==> config.mk <==
export PLATFORM = sky130hd
export DESIGN_NAME = counter_wrap_monitor
export DESIGN_NICKNAME = d
export VERILOG_FILES = /design/src/rtl/counter_wrap_monitor.sv
export SDC_FILE = /design/constraint.sdc
export NUM_CORES = 1
export LEC_CHECK = 0
export BUFFER_PORTS_ARGS = -buffer_cell sky130_fd_sc_hd__clkbuf_2
export CORE_UTILIZATION = 52
export CTS_CLUSTER_SIZE = 40
export DETAILED_ROUTE_END_ITERATION = 10
export GPL_ROUTABILITY_DRIVEN = 1
export PLACE_DENSITY = 0.87
export SYNTH_ARGS = -nofsm -noshare
export SYNTH_HDL_FRONTEND = slang
export SYNTH_SLANG_ARGS = --single-unit
==> constraint.sdc <==
create_clock -name clk -period 1.95 [get_ports clk]
set_input_delay 0.0975 -clock clk [delete_from_list [all_inputs] [get_ports clk]]
set_output_delay 0.0975 -clock clk [all_outputs]
set_load 0.05 [all_outputs]
==> src/rtl/counter_wrap_monitor.sv <==
// counter_wrap_monitor
//
// Checker and statistics stage for a 4-bit synchronous up/down counter. It
// watches the counter output together with the controls that drive the
// counter. Each cycle it predicts the counter's next value and detects
// up-wraps (15->0) and down-wraps (0->15). It keeps a saturating tally of the
// wraps. An optional sticky error flag reports any illegal step.
//
// Optional feature macro: COUNTER_WRAP_MON_ERR_EN
//   defined   : prediction mismatch checking, the S_ERR state and the err flag
//               are compiled in.
//   undefined : err is tied to 0. Wraps are detected from the transition
//               pattern and the controls alone, and the tally never freezes.
//
// Parameters
//   WRAP_W      width of the wrap tally (minimum 2)
// Ports
//   clk         rising-edge clock (same clock as the counter)
//   rst         asynchronous active-high monitor reset
//   cnt_in      counter output value
//   cnt_rst     counter reset control (1 forces the counter to 0)
//   cnt_en      counter enable (1 = counter steps)
//   cnt_up      counter direction (1 = up, 0 = down)
//   clr         synchronous clear of tally, error and tracking
//   wrap_pulse  one-cycle pulse on a detected wrap
//   wrap_up     direction of the last wrap (1 = up), held between wraps
//   wrap_cnt    saturating wrap tally
//   err         sticky step-mismatch flag
//   tracking    high while comparing samples (S_TRACK)
module counter_wrap_monitor #(
  parameter int WRAP_W = 8
) (
  input  logic              clk,
  input  logic              rst,
  input  logic [3:0]        cnt_in,
  input  logic              cnt_rst,
  input  logic              cnt_en,
  input  logic              cnt_up,
  input  logic              clr,
  output logic              wrap_pulse,
  output logic              wrap_up,
  output logic [WRAP_W-1:0] wrap_cnt,
  output logic              err,
  output logic              tracking
);

`ifdef COUNTER_WRAP_MON_ERR_EN
  typedef enum logic [1:0] {
    S_INIT  = 2'd0,
    S_TRACK = 2'd1,
    S_ERR   = 2'd2
  } state_t;
`else
  typedef enum logic [1:0] {
    S_INIT  = 2'd0,
    S_TRACK = 2'd1
  } state_t;
`endif

  state_t state, state_nxt;

  // Previous-cycle sample of the counter value and its controls
  logic [3:0] prev_val;
  logic       prev_rst;
  logic       prev_en;
  logic       prev_up;

  logic       up_hit;
  logic       dn_hit;
  logic       wrap_evt;
  logic       wrap_dir;

  // Saturating increment of the wrap tally
  function automatic logic [WRAP_W-1:0] sat_inc(input logic [WRAP_W-1:0] v);
    if (&v) return v;
    return v + {{(WRAP_W-1){1'b0}}, 1'b1};
  endfunction

  // A counter reset is never a wrap, even from 15 to 0
  assign up_hit = !prev_rst && prev_en &&  prev_up && (prev_val == 4'd15) && (cnt_in == 4'd0);
  assign dn_hit = !prev_rst && prev_en && !prev_up && (prev_val == 4'd0)  && (cnt_in == 4'd15);

`ifdef COUNTER_WRAP_MON_ERR_EN
  logic [3:0] pred;
  logic       mismatch;
  logic       err_set;

  // Next expected counter value: reset beats enable, enable picks direction
  always_comb begin
    pred = prev_val;
    if (prev_rst)     pred = 4'd0;
    else if (prev_en) pred = prev_up ? prev_val + 4'd1 : prev_val - 4'd1;
  end

  assign mismatch = (cnt_in != pred);
`endif

  always_comb begin
    state_nxt = state;
    wrap_evt  = 1'b0;
    wrap_dir  = wrap_up;
`ifdef COUNTER_WRAP_MON_ERR_EN
    err_set   = 1'b0;
`endif
    case (state)
      S_INIT: state_nxt = S_TRACK;
      S_TRACK: begin
`ifdef COUNTER_WRAP_MON_ERR_EN
        if (mismatch) begin
          state_nxt = S_ERR;
          err_set   = 1'b1;
        end else
`endif
        if (up_hit || dn_hit) begin
          wrap_evt = 1'b1;
          wrap_dir = up_hit;
        end
      end
`ifdef COUNTER_WRAP_MON_ERR_EN
      // Frozen until clr or rst
      S_ERR: state_nxt = S_ERR;
`endif
      default: state_nxt = S_INIT;
    endcase
    // clr wins over any wrap or mismatch seen on the same edge
    if (clr) begin
      state_nxt = S_INIT;
      wrap_evt  = 1'b0;
`ifdef COUNTER_WRAP_MON_ERR_EN
      err_set   = 1'b0;
`endif
    end
  end

  always_ff @(posedge clk or posedge rst) begin
    if (rst) begin
      state      <= S_INIT;
      prev_val   <= 4'd0;
      prev_rst   <= 1'b0;
      prev_en    <= 1'b0;
      prev_up    <= 1'b0;
      wrap_pulse <= 1'b0;
      wrap_up    <= 1'b0;
      wrap_cnt   <= '0;
      tracking   <= 1'b0;
    end else begin
      state      <= state_nxt;
      // The prev registers sample in every state, including during clr
      prev_val   <= cnt_in;
      prev_rst   <= cnt_rst;
      prev_en    <= cnt_en;
      prev_up    <= cnt_up;
      wrap_pulse <= wrap_evt;
      tracking   <= (state_nxt == S_TRACK);
      if (wrap_evt) begin
        wrap_up  <= wrap_dir;
        wrap_cnt <= sat_inc(wrap_cnt);
      end
      if (clr) wrap_cnt <= '0;
    end
  end

`ifdef COUNTER_WRAP_MON_ERR_EN
  always_ff @(posedge clk or posedge rst) begin
    if (rst)          err <= 1'b0;
    else if (clr)     err <= 1'b0;
    else if (err_set) err <= 1'b1;
  end
`else
  assign err = 1'b0;
`endif

endmodule

==> results of run 1 <==
## worst reg2reg max path, delay by kind of cell (launching register included)
family / cells / cell delay, ns
muxes: 1 / 0.35
and+or+nand+nor: 2 / 0.58
AOI/OAI and AO/OA: 1 / 0.41
DFF: 1 / 0.43
## cell families (layout without fill, tap and decap cells)
family                     count (synthesis)  after routing
buffers and inverters                      6             36
other                                      1              2
and+or+nand+nor                           39             39
DFF                                       20             20
muxes                                      9              9
AOI/OAI and AO/OA                          9              9
adders and majority gates                  1              1
## metal layers
layer,global-route usage (%),vias up
met5,0,-
met2,31.7,22
met4,8.24,0
met1,27.4,386
met3,4.76,2
li1,-,368
## placed cells by master, fill, tap and decap left out
cell type	count
and4_1	2
nand2b_1	2
and3_1	1
nor2_4	1
nand3_1	6
dfrtp_2	2
buf_4	2
nor3b_2	1
nor2b_2	1
nor4bb_1	1
nand4_1	2
nor4b_4	2
clkbuf_2	19
nor3_1	1
ha_1	1
nand4_4	2
mux2_4	1
nor2b_1	7
nand2_1	1
dlygate4sd3_1	8
dfrtp_1	18
clkbuf_8	1
a211oi_1	3
inv_1	3
a21oi_1	3
nor2_1	9
conb_1	2
mux2_1	6
a2111oi_4	3
clkbuf_4	3
mux2i_1	2
## stage by stage
| stage | setup WS [ns] | util, % | std cells | total power [W] |
|---|---|---|---|---|
| 2_1_floorplan | 0.0332 | - | 86 | 0.000474 |
| 3_3_place_gp | 0.111 | 63.3 | 128 | 0.000490 |
| 3_5_place_dp | 0.0178 | 63.3 | 128 | 0.000493 |
| 4_1_cts | 0.00374 | 70.4 | 140 | 0.000740 |
| 5_1_grt | -0.00436 | 74.4 | 141 | 0.000763 |
| 6_report | 0.0386 | 74.4 | 141 | 0.000742 |
## flip-flops by register name, indices dropped and copies added (netlist names)
name	cells
prev_en	1
prev_rst	1
prev_up	1
prev_val	4
state	2
tracking	1
wrap_cnt	8
wrap_pulse	1
wrap_up	1
## power by group through the flow
stage / Combinational, W / Sequential, W / Clock (W)
floorplan: 0.0000311 / 0.000443 / 0
finish: 0.0000658 / 0.000436 / 0.000240
global placement: 0.0000500 / 0.000440 / 0
detailed placement: 0.0000520 / 0.000441 / 0
global route: 0.0000719 / 0.000437 / 0.000255
CTS: 0.0000652 / 0.000433 / 0.000241
## final timing paths
path	end	slack, ns	cells after the start
worst max-delay path	wrap_cnt[3]	0.04	5
worst min-delay path	wrap_pulse	0.19	4
worst max register to register	wrap_cnt[5]	0.08	4
worst min register to register	wrap_up	0.53	2
max in group asynchronous	wrap_cnt[1]	1.01	3
min in group asynchronous	wrap_cnt[7]	0.44	3
## cell type report
class | instances | area (sq um)
fill | 135 | 452
tap | 25 | 31.3
timing repair buffer | 29 | 190
sequential | 20 | 503
inverter | 3 | 11.3
clock buffer | 4 | 36.3
multi-input combinational | 60 | 541
## what timing repair did
item                                    in CTS  in global routing
pin swaps                                    0                  6
hold endpoints to repair                    27                  0
endpoints found under the setup margin       1                  3
buffers inserted                             0                  2
hold buffers                                 8                  0
resized for setup                            1                  8
==> out/qor.csv, run 1 <==
metric;value;unit
drcViolationCount;0;
end_kind;flip-flop;
synth-compound-area-share;8.30;%
worstSetupStartpointType;input port;
yosysMostFrequentCell;dfrtp_1;
critPathLaunch;cnt_in[3];
switchingPower;0.000175;W
cts_tree;yes;
synth_common_cells;dfrtp_1 (20), nor2_1 (10), nor2b_1 (8);
cp_slowest_cell;dlygate4sd3_1;
fin_nets;128;
period_share;98.0;%
grt_pass1_wl;2990;um
grt_max_degree;21;
synth_top_area_share;50.3;%
synth_top_family_by_area;simple AND/OR/NAND/NOR gates;
die_area;2090;sq um
min_from;cnt_in[0];
critPathTopFamily;simple AND/OR/NAND/NOR gates;
wl_met3;81;um
place_area;1120;sq um
wl;2070;um
clock-root-buffer;clkbuf_4;
synth_cell_types;26;
sequentialPowerShare;58.8;%
synth-main-ff-cell;dfrtp_1;
finalWeightedCongestion;0.770;
cp_data_required_time;2.15;ns
crit_path_cell_trace;dlygate4sd3_1 -> nor4b_4 -> nand4_4 -> a211oi_1 -> mux2_1;
fin_hold_ws;0.191;ns
syn_avg_cell_area;11.7;sq um
synth_cells;85;
numClockSinks;20;
switching_share;23.7;%
worstPathArrival;2.11;ns
synthArstFlopShare;100;%
fmax;523;MHz
synthXorXnorAreaFrac;0;%
period_needed;1.91;ns
initial_core_util;56.4;%
ant_nets;0;
top_layer_used;met4;
wirelength_met1;951;um
num_io_pins;22;
port_buffers;20;
track_usage;20.4;%
syn_area;995;sq um
timing.rr.start;prev_up;
yosysWarnings;0;
cts-htree-levels;1;
coreArea;1760;sq um
p_int;0.000566;W
slowest_delay;0.60;ns
path_buf_inv;1;
p_clk_share;32.4;%
drive_gt1_share;32.8;%
drt_iter0_markers;8;
slew_headroom;51.2;%
post-dp-hpwl;1400;um
p_leak;0.584;nW
die_h;45.7;um
grt_remaining_overflow;0;
die_w;45.7;um
slew_violations;0;
setup_viol;0;
hold_violations;0;
cap_violations;0;
critPathKind;in2reg;
peakVddDrop;0.000491;V
fin_area;1310;sq um
crit_fanout;8;
synth_enable_flop_cells;0;
cts_buffers;3;
yosysTopAreaCell;dfrtp_1;
comb_power_share;8.9;%
yosysSeqAreaShare;50.3;%
met2_length;1020;um
fp-row-count;15;
post_synth_mux_area_share;9.94;%
first_pass_iters;4;
avgRoutedWirePerCell;14.7;um
synthTopCellsByArea;dfrtp_1 (50%), mux2_1 (7.9%), nor2b_1 (5.0%);
path_clk_slew;0.12;ns
setup_tns;0;ns
area_growth;31.9;%
ys_ff_latch;20;
power.density;565;nW/um^2
synthAdderAreaFrac;1.26;%
clk_latency;0.30;ns
antenna_found_initial;0;
yosys.area_share.simple;27.2;%
dr_total_vias;778;
outcome;finished, final reports clean;
fin_skew;0.0124;ns
hold_path_class;in2reg;
antennaDiodeCount;0;
worst_pin_slew;0.731;ns
clock_path_buffers;2;
viasPerCell;5.52;
grt_pass1_vias;689;
No activity file was read; power rests on OpenSTA's default activity.
==> run 2: changes to the inputs <==
--- a/config.mk
+++ b/config.mk
@@ -10,6 +10,7 @@
 export CTS_CLUSTER_SIZE = 40
 export DETAILED_ROUTE_END_ITERATION = 10
 export GPL_ROUTABILITY_DRIVEN = 1
+export GPL_TIMING_DRIVEN = 0
 export PLACE_DENSITY = 0.87
 export SYNTH_ARGS = -nofsm -noshare
 export SYNTH_HDL_FRONTEND = slang
==> out/qor.csv, run 2 (synthesis gave the netlist of run 1 again) <==
metric;value;unit
outcome;finished, final reports clean;
crit_path_cell_trace;nor4b_4 -> nand4_4 -> a2111oi_4 -> mux2_1;
period_needed;1.92;ns
track_usage;21.4;%
slew_headroom;51.3;%
grt_pass1_wl;3110;um
viasPerCell;5.46;
worst_pin_slew;0.729;ns
fin_skew;0.0144;ns
area_growth;33.5;%
post-dp-hpwl;1380;um
dr_total_vias;786;
cap_violations;0;
slew_violations;0;
die_w;45.7;um
peakVddDrop;0.000539;V
fin_area;1330;sq um
slowest_delay;0.45;ns
gr-usage-met3;2.78;%
cts_tree;yes;
top_regs;wrap_cnt x8, prev_val x4, state x2;
coreArea;1760;sq um
drcViolationCount;0;
period_share;98.6;%
worstSetupStartpointType;flip-flop;
clock_path_buffers;2;
num_io_pins;22;
fin_nets;131;
grt_remaining_overflow;0;
hold_violations;0;
drt_iter0_markers;16;
wl;2070;um
final_cell_mix;clkbuf_2 (18), dfrtp_1 (18), nor2_1 (9), nor2b_1 (7), dlygate4sd3_1 (7);
die_area;2090;sq um
port_buffers;19;
clk_latency;0.29;ns
busiest_layer;met2;
avgRoutedWirePerCell;14.4;um
antennaDiodeCount;0;
hold_path_class;in2reg;
finalPower;0.000705;W
numClockSinks;20;
rsz0062_at_grt;yes;
finalWeightedCongestion;0.832;
largest_reg_flops;8;
p_leak;0.598;nW
die_h;45.7;um
setup_viol;0;
top_register;wrap_cnt;
ant_nets;0;
cts_buffers;3;
drive_gt1_share;33.6;%
grt_max_degree;21;
antenna_found_initial;0;
worstPathArrival;2.11;ns
first_pass_iters;4;
cts-htree-levels;1;
place_area;1130;sq um
use_met2;35.7;%
cp_slowest_cell;dfrtp_1;
crit_fanout;8;
use_met1;27.4;%
critPathKind;reg2reg;
path_clk_slew;0.12;ns
fp-row-count;15;
fmax;520;MHz
clock-root-buffer;clkbuf_4;
power.density;531;nW/um^2
end_kind;flip-flop;
initial_core_util;56.4;%
setup_tns;0;ns
cp_data_required_time;2.14;ns
grt_pass1_vias;703;
## run 2: cell types whose count changed in the layout (fill, tap and decap cells not counted), sizes merged
cell          delta
buf              +2
clkbuf           +1
dlygate4sd3      -1
dlymetal6s4s     +1
## run 2: through the flow
step	hold slack (ns)	setup slack, ns	instances	utilization [%]
final	0.109	0.0265	144	75.2
after global routing	0.107	-0.0446	144	75.2
after CTS	0.164	0.00155	142	69.9
after detailed placement	0.207	0.0190	130	63.9
after global placement	0.206	0.0860	130	63.9
after floorplan	0.0612	0.0332	86	-
## run 2: final cells by class
cell class | instances | area (sq um)
Buffer | 3 | 15.0
Clock buffer | 4 | 26.3
Fill cell | 115 | 437
Inverter | 3 | 11.3
Multi-Input combinational cell | 60 | 546
Sequential cell | 20 | 503
Tap cell | 25 | 31.3
Timing Repair Buffer | 29 | 195
## run 2: worst paths after layout
path / startpoint / endpoint / slack, ns / cells after the start
worst max-delay path: prev_rst / wrap_cnt[5] / 0.03 / 4
worst min-delay path: cnt_in[3] / prev_val[3] / 0.11 / 1
worst max register to register: prev_rst / wrap_cnt[5] / 0.03 / 4
worst min register to register: state[1] / state[0] / 0.49 / 1
max in group asynchronous: rst / wrap_cnt[0] / 1.01 / 3
min in group asynchronous: rst / state[1] / 0.44 / 3
## run 2: power breakdown
part	switching (W)	total, W	internal [W]
Combinational	0.0000405	0.0000716	0.0000311
Clock	0.000118	0.000198	0.0000794
Sequential	0.0000102	0.000435	0.000425
Total	0.000169	0.000705	0.000536
## run 2: critical path: cells and delay by family, from the launching register on
family / cells / cell delay (ns)
AND/OR/NAND/NOR: 2 / 0.61
multiplexers: 1 / 0.36
flip-flops: 1 / 0.45
AO/OA/AOI/OAI: 1 / 0.42
## run 2: what timing repair did
item                                    4_1_cts  5_1_grt
hold buffers                                  8        0
endpoints found under the hold margin        27        0
endpoints found under the setup margin        0        4
resized for setup                             0       11
setup buffers                                 0        3
## run 2: routing by layer
metal	routed length, um	part of all wire, %	up-vias
met4	35	1.7	0
met3	101	4.9	4
met1	882	43	378
met5	0	0	-
met2	1050	51	27
li1	-	-	377
